File: src/rtl/imm_gen_pipe.sv
// rtl/imm_gen_pipe.sv - pipelined RISC-V immediate generator with skid-buffered valid/ready
module imm_gen_pipe #(
    parameter int XLEN = 32
) (
    input  logic            clk,
    input  logic            rst_n,
    input  logic            flush,
    input  logic            in_valid,
    output logic            in_ready,
    input  logic [31:0]     in_instr,
    input  logic [XLEN-1:0] in_pc,
    output logic            out_valid,
    input  logic            out_ready,
    output logic [XLEN-1:0] out_imm,
    output logic [2:0]      out_fmt,
    output logic [XLEN-1:0] out_target,
    output logic            out_illegal
);

    localparam logic [2:0] FMT_NONE  = 3'd0;
    localparam logic [2:0] FMT_I     = 3'd1;
    localparam logic [2:0] FMT_S     = 3'd2;
    localparam logic [2:0] FMT_B     = 3'd3;
    localparam logic [2:0] FMT_U     = 3'd4;
    localparam logic [2:0] FMT_J     = 3'd5;
    localparam logic [2:0] FMT_SHAMT = 3'd6;
    localparam logic [2:0] FMT_R     = 3'd7;

    localparam logic [6:0] OP_LOAD   = 7'b0000011;
    localparam logic [6:0] OP_JALR   = 7'b1100111;
    localparam logic [6:0] OP_IMM    = 7'b0010011;
    localparam logic [6:0] OP_STORE  = 7'b0100011;
    localparam logic [6:0] OP_BRANCH = 7'b1100011;
    localparam logic [6:0] OP_LUI    = 7'b0110111;
    localparam logic [6:0] OP_AUIPC  = 7'b0010111;
    localparam logic [6:0] OP_JAL    = 7'b1101111;
    localparam logic [6:0] OP_OP     = 7'b0110011;

    // Raw immediate fields, declared signed so the size casts below sign-extend.
    logic signed [11:0] i_field;
    logic signed [11:0] s_field;
    logic signed [12:0] b_field;
    logic signed [20:0] j_field;
    logic signed [31:0] u_field;
    logic        [5:0]  shamt;

    assign i_field = in_instr[31:20];
    assign s_field = {in_instr[31:25], in_instr[11:7]};
    assign b_field = {in_instr[31], in_instr[7], in_instr[30:25], in_instr[11:8], 1'b0};
    assign j_field = {in_instr[31], in_instr[19:12], in_instr[20], in_instr[30:21], 1'b0};
    assign u_field = {in_instr[31:12], 12'b0};
    // RV32 shifts are 5 bits wide; bit 25 belongs to the shamt only on RV64.
    assign shamt   = (XLEN == 64) ? in_instr[25:20] : {1'b0, in_instr[24:20]};

    logic [XLEN-1:0] dec_imm;
    logic [XLEN-1:0] dec_target;
    logic [2:0]      dec_fmt;
    logic            dec_illegal;
    logic            dec_pc_rel;

    // Decode the incoming instruction into immediate, format, target and illegal flag.
    always_comb begin
        dec_imm     = '0;
        dec_fmt     = FMT_NONE;
        dec_illegal = 1'b0;
        dec_pc_rel  = 1'b0;
        case (in_instr[6:0])
            OP_LOAD, OP_JALR: begin
                dec_fmt = FMT_I;
                dec_imm = XLEN'(i_field);
            end
            OP_IMM: begin
                if (in_instr[13:12] == 2'b01) begin
                    dec_fmt = FMT_SHAMT;
                    dec_imm = XLEN'(shamt);
                end else begin
                    dec_fmt = FMT_I;
                    dec_imm = XLEN'(i_field);
                end
            end
            OP_STORE: begin
                dec_fmt = FMT_S;
                dec_imm = XLEN'(s_field);
            end
            OP_BRANCH: begin
                dec_fmt    = FMT_B;
                dec_imm    = XLEN'(b_field);
                dec_pc_rel = 1'b1;
            end
            OP_LUI: begin
                dec_fmt = FMT_U;
                dec_imm = XLEN'(u_field);
            end
            OP_AUIPC: begin
                dec_fmt    = FMT_U;
                dec_imm    = XLEN'(u_field);
                dec_pc_rel = 1'b1;
            end
            OP_JAL: begin
                dec_fmt    = FMT_J;
                dec_imm    = XLEN'(j_field);
                dec_pc_rel = 1'b1;
            end
            OP_OP: begin
                dec_fmt = FMT_R;
            end
            default: begin
                dec_illegal = 1'b1;
            end
        endcase
        dec_target = dec_pc_rel ? (in_pc + dec_imm) : '0;
    end

    logic            skid_valid;
    logic [XLEN-1:0] skid_imm;
    logic [XLEN-1:0] skid_target;
    logic [2:0]      skid_fmt;
    logic            skid_illegal;

    logic in_fire;
    logic out_fire;
    logic out_load;

    // Ready depends only on registered state, so out_ready never reaches in_ready.
    assign in_ready = rst_n && !skid_valid;
    assign in_fire  = in_valid && in_ready;
    assign out_fire = out_valid && out_ready;
    assign out_load = !out_valid || out_fire;

    // Output register and skid entry; the skid entry always refills the output first.
    always_ff @(posedge clk) begin
        if (!rst_n) begin
            out_valid    <= 1'b0;
            out_imm      <= '0;
            out_fmt      <= FMT_NONE;
            out_target   <= '0;
            out_illegal  <= 1'b0;
            skid_valid   <= 1'b0;
            skid_imm     <= '0;
            skid_fmt     <= FMT_NONE;
            skid_target  <= '0;
            skid_illegal <= 1'b0;
        end else if (flush) begin
            out_valid  <= 1'b0;
            skid_valid <= 1'b0;
        end else if (out_load) begin
            if (skid_valid) begin
                out_valid   <= 1'b1;
                out_imm     <= skid_imm;
                out_fmt     <= skid_fmt;
                out_target  <= skid_target;
                out_illegal <= skid_illegal;
                skid_valid  <= 1'b0;
            end else if (in_fire) begin
                out_valid   <= 1'b1;
                out_imm     <= dec_imm;
                out_fmt     <= dec_fmt;
                out_target  <= dec_target;
                out_illegal <= dec_illegal;
            end else begin
                out_valid <= 1'b0;
            end
        end else if (in_fire) begin
            skid_valid   <= 1'b1;
            skid_imm     <= dec_imm;
            skid_fmt     <= dec_fmt;
            skid_target  <= dec_target;
            skid_illegal <= dec_illegal;
        end
    end

endmodule

File: config.mk
export PLATFORM = sky130hd
export DESIGN_NAME = imm_gen_pipe
export DESIGN_NICKNAME = d
export VERILOG_FILES = /design/src/rtl/imm_gen_pipe.sv
export SDC_FILE = /design/constraint.sdc
export NUM_CORES = 1
export LEC_CHECK = 0
export ABC_AREA = 0
export BUFFER_PORTS_ARGS = -buffer_cell sky130_fd_sc_hd__buf_2
export CAP_MARGIN = 10
export CORE_ASPECT_RATIO = 1.1
export CORE_UTILIZATION = 57
export CTS_CLUSTER_DIAMETER = 50
export DETAILED_ROUTE_END_ITERATION = 8
export GPL_TIMING_DRIVEN = 0
export PLACE_DENSITY = 0.81
export SYNTH_ARGS = -nofsm -noshare
export SYNTH_HDL_FRONTEND = slang
export SYNTH_SLANG_ARGS = --single-unit
File: constraint.sdc
create_clock -name clk -period 6.27 [get_ports clk]
set_clock_uncertainty 0.1 [all_clocks]
set_input_delay 1.254 -clock clk [delete_from_list [all_inputs] [get_ports clk]]
set_output_delay 1.254 -clock clk [all_outputs]
set_load 0.01 [all_outputs]
Yosys cells after proc, flatten, opt, wreduce, memory -nomap -nowiden

Index checks and enable logic that the tools add are counted.

Add/sub/neg operators: 1
Equality and inequality tests: 10
Multiplexer cells: 17
Bitwise operators: 3
Reduce and logical (&&, ||, !) cells: 15

Operators with widths:

| kind                                                            | number |
|---|---|
| 32-bit two-way mux                                              | 6 |
| 32-bit one-hot mux with 6 select lines                          | 1 |
| 32-bit adder                                                    | 1 |
| 7-bit by 6-bit == test with 1-bit output, second input constant | 3 |
| 7-bit == test, second input constant                            | 3 |
| 3-bit one-hot mux with 7 select lines                           | 1 |
| 7-bit by 5-bit == test with 1-bit output, second input constant | 2 |
| 3-bit two-way mux                                               | 3 |
| 9-bit OR reduction                                              | 1 |
| 7-bit by 2-bit == test with 1-bit output, second input constant | 1 |
| 1-bit two-way mux                                               | 6 |
| 3-bit AND reduction                                             | 2 |
| 2-bit OR reduction                                              | 3 |
| 3-bit OR reduction                                              | 2 |
| 1-bit logical AND                                               | 3 |
| 1-bit NOT                                                       | 3 |
| 2-bit by 1-bit == test with 1-bit output, second input constant | 1 |
| 1-bit zero test                                                 | 2 |
| 2-bit nonzero test                                              | 1 |
| 1-bit logical OR                                                | 1 |

Register bits: 138
Input bits: 69
Output and inout bits: 70
Word-level logic and storage cells: 56

Logic depth before layout (Yosys ltp)

Depth in word-level cells: 7
Gate-level depth with buffers: 16
Gate-level depth less buffers: 14

Worst setup path before layout

Ideal clock, no wire load.

Kind: input to register
Start: in in_instr[5]
End: reg out_target[25]
Setup time: 0.117 ns
Arrival: 4.548 ns
Data required time: 6.053 ns
Setup slack: 1.504 ns
Stages on the path: 16
Buffers on the path: 2
Cell sequence: buf_2 -> or3_1 -> nor2_2 -> o21bai_1 -> a21oi_1 -> nand2_1 -> inv_1 -> ha_1 -> buf_6 -> a21o_1 -> a221o_1 -> a221oi_4 -> o311ai_4 -> a211oi_2 -> xnor2_1 -> a32o_1

Longest elaborated chain between the ends: 7
Elaborated cells on any way between the ends: 17
Those cells by class: add/sub (1); eq/ne (8); mux (5); reduce/logical (3)

RTL lines:

| item                                                             | line | text |
|---|---|---|
| start: declaration                                               | 10   | `input logic [31:0] in_instr,` |
| 7-bit by 5-bit == test with 1-bit output (tied with other cells) | 67   | `case (in_instr[6:0])` |
| 2-bit OR reduction (on tied branches)                            | n/a  |  |
| 32-bit one-hot mux with 6 select lines *                         | 67   |  |
| net dec_imm[8]                                                   | 55   | `logic [XLEN-1:0] dec_imm;` |
| 32-bit adder *                                                   | 111  | `dec_target = dec_pc_rel ? (in_pc + dec_imm) : '0;` |
| 32-bit two-way mux *                                             | 111  |  |
| 32-bit two-way mux *                                             | 154  | `end else if (in_fire) begin` |
| 32-bit two-way mux *                                             | 147  | `if (skid_valid) begin` |
| end signal: assignment                                           | 151  | `out_target <= skid_target;` |
| end signal: assignment                                           | 158  | `out_target <= dec_target;` |
| end: declaration                                                 | 16   | `output logic [XLEN-1:0] out_target,` |

Mark *: on every way through the listed nets, which the timed path passes. The rest lies on a longest branch. The select of a mux whose other input is x is not followed.
A chain may end at the register's enable or synchronous reset.

Worst setup path in the final report

Start: in in_instr[6]
End: reg out_target[16]

Same word-level chain as after synthesis.

==> results.md <==
* Worst Path Buf+Inv at 4
* CTS tree: built
* Clock share of power at 48.9%
* Area of the multi-input gates at 4907 um^2
* GRT Util Overall at 38.38%
* Timing startpoint of the critical path: in_instr[6]
* Synthesized area per cell at 7.852 um^2
* Prevailing post-synth register cell: dfxtp_1
* Hold Fails Final Rpt at 0
* Largest area contributor in the netlist: dfxtp_1
* Post_cts resized at 0
* Synthesized area at 8112 um^2
* Clock transition time at the flip-flop clock pins of the worst setup and hold paths at 0.06 ns
* Maximum VDD drop at 191.1 uV
* Delay-heaviest family, CP: compound AO/OA/AOI/OAI gates
* Die area at 14,710 um^2
* Flip-flop and latch area at 2763 um^2
* Number of diodes at 0
* Setup CP Type: input pin to flop
* Data required time at the worst endpoint at 6.47 ns
* Tot Pwr at 0.002256 W
* Cts hold-fix bufs at 0
* I/O pin total at 139
* Worst slew margin at 21.01%
* CP Cell Sequence: buf_2, buf_2, or2_2, a21oi_1, o21bai_1, a21oi_1, nand2_1, inv_1, ha_1, clkbuf_1, a21oi_1, a2bb2oi_1, o311ai_2, o21ai_1, o21ai_0, xnor2_1, o21ai_1
* Global-route wire length before repair at 41,830 um
* DRC Markers at 0
* Worst Hold Class: flop to flop
* Reg-to-reg startpoint: skid_valid$_SDFFE_PP0P_
* RD Place Congestion at 0.9709
* CTS root buffer: clkbuf_16
* Fillers at 1,226
* YS warnings at 0
* Crit path depth at 17
* Synth unique cells at 71
* FF+latch count, synth at 138
* Min Tclk post-route at 5.355 ns
* Worst Max-Slew Pin Slew at 1.168 ns
* Die Ht at 127.1 um
* Setup bufs post-CTS at 0
* FF-to-FF path depth at 7
* EDFF count, synth at 0
* Int Pwr at 0.001655 W
* Detailed-placement wirelength estimate at 20,710 um
* Initial detailed-routing violation count at 951
* Run status: finished, final reports clean
* Initial antenna violation count at 0
* Unrepaired setup endpoints after global routing: no
* Vias in the first global route at 7,792
* Share of cells above drive strength 1 at 16.22%
* Sw Share at 26.64%
* Avg WL per Cell at 20.12 um
* Combinational fraction of design power at 11.2%
* CP Launch Type: input pin
* Slew Limit Fails at 0
* Via density at 6.207
* WHS Path Cells at 2
* Sequential element share of the synthesized area at 34.06%
* Initial core utilization at 58.56%
* Crit share post-route at 85.40%
* Setup violators final at 0
* Row count at 45
* Pin count of the biggest net entering global routing at 17
* Register share of total power at 39.8%
* Syn_nets at 1,134
* Leakage power at 4.686 nW
* MaxCap Viol Count at 0
* Remaining global-route overflow at 0
* CTS buffer count at 17
* Drt total wl at 27,970 um
* DIE WIDTH at 115.7 um
* Synth top area share at 34.06%
* Longest Clk Path Bufs at 2
* Clock Sinks at 138
* Crit-path max FO at 10
* Synth area leaders: dfxtp_1 (34%), nand2_1 (7.5%), o211a_1 (4.9%)
* WP data arrival at 5.56 ns
* Worst R2R Setup Slack at 3.04 ns
* ANT nets after route at 0
* Fmax achieved at 0.1867 GHz
* Worst Setup End Kind: flop
* Clock latency on the worst-skew pair at 0.43 ns
* DRT Pass-1 Iters at 7
* CP max-delay cell: a21oi_1
* CP most frequent cell: a21oi_1
* PortBufs at 137
* Min-delay src: out_imm[28]$_SDFFE_PN0P_
* Setup_tns at 0 ns
* Max H-tree Level at 4
* Core area at 13,850 um^2
* Nets at 1,290
* Ys async rst share at 0%
* Vias at 8,628
* Area grow syn2layout at 19.20%
* Sw power at 0.0006010 W
* Cells after synthesis at 1,033
* Crit-path max cell delay at 0.57 ns
* Pwr dens at 233.3 nW/um^2
worst min-delay path, delay by kind of cell, from the launching register on:
family / cells / cell delay, ns
simple gates: 2 / 0.10
flops: 1 / 0.31
per-layer routing:
layer | wire length [um] | share of wire (%) | track usage [%]
met2 | 12830 | 46 | 61.25
met4 | 1384 | 4.9 | 21.34
met3 | 2678 | 9.6 | 8.491
met1 | 11080 | 40 | 47.77
met5 | 0 | 0 | 0
cell usage after synthesis, types with 5 or more instances:
library cell and count:
inv_1 31, nor2b_1 9, a21o_1 25, a22o_1 10, nor3_1 9, nor3b_1 8, a21boi_1 8, o2111ai_1 14
nand3_1 39, dfxtp_1 138, a21boi_0 10, a22oi_1 5, o211ai_1 19, a21oi_1 65, a221oi_1 7, nand2b_1 31
mux2i_1 10, o21ai_1 20, buf_2 8, nand4_1 8, clkbuf_1 65, nor2_1 55, a211oi_1 7, o21ai_0 74
and2_1 23, nand2_1 162, buf_1 6, xnor2_1 19, ha_1 31, xor2_1 8, o211a_1 40, o21a_1 5
path summary, 6_finish.rpt:
kind	end
setup / recovery	out_target[16]$_SDFFE_PN0P_
hold / removal	out_imm[28]$_SDFFE_PN0P_
setup reg to reg	out_target[8]$_SDFFE_PN0P_
hold reg to reg	out_imm[28]$_SDFFE_PN0P_
flip-flops by register name, summed over array words and instances (netlist names):
signal and count:
out_target 32, skid_valid 1, skid_illegal 1, out_valid 1, skid_fmt 3, out_fmt 3, skid_target 32, skid_imm 32
out_imm 32, out_illegal 1
logic make-up after synthesis:
group	after synthesis	share of synthesized area, %
DFF	138	34.06
and+or+nand+nor	369	21.49
muxes	10	1.234
adders and majority gates	32	5.029
xor gates and xnor gates	27	2.915
buffers and inverters	112	5.445
AOI/OAI and AO/OA	345	29.83
power by group through the flow:
| stage | registers (W) | clock network (W) | logic, W |
|---|---|---|---|
| detailed placement | 0.000918 | 0 | 0.000245 |
| CTS | 0.000898 | 0.00110 | 0.000247 |
| floorplan | 0.000922 | 0 | 0.000145 |
| finish | 0.000898 | 0.00110 | 0.000253 |
| global route | 0.000899 | 0.00114 | 0.000272 |
| global placement | 0.000917 | 0 | 0.000244 |
stage by stage:
step	setup WS (ns)	util [%]	cell area, um^2	instances	hold WS [ns]
CTS	1.002	69.81	9669	1390	0.3471
global placement	0.6194	65.21	9032	1358	0.3330
detailed placement	0.6023	65.21	9032	1358	0.3384
floorplan	1.504	-	8112	1033	0.3252
finish	0.9152	69.81	9669	1390	0.3452
global route	0.6639	69.81	9669	1390	0.3646
final cells by class:
class                      count  share of cell area (%)
multi-input combinational    783                   50.75
clock inverter                14                   2.148
clock buffer                  18                   4.438
inverter                      31                   1.203
buffer                        81                   3.364
sequential                   138                   28.57
tap                          188                   2.433
timing repair buffer         137                   7.091
cell usage in the layout (no fill, tap or decap), types with 20 or more instances in the layout:
master      n
buf_2     145
clkbuf_1   66
ha_1       31
nand3_1    39
nor2_1     55
inv_1      31
a21o_1     25
nand2_1   162
o211a_1    40
o21ai_0    74
o21ai_1    20
nand2b_1   31
dfxtp_1   138
a21oi_1    65
and2_1     23
(Power assumes the default switching activity.)
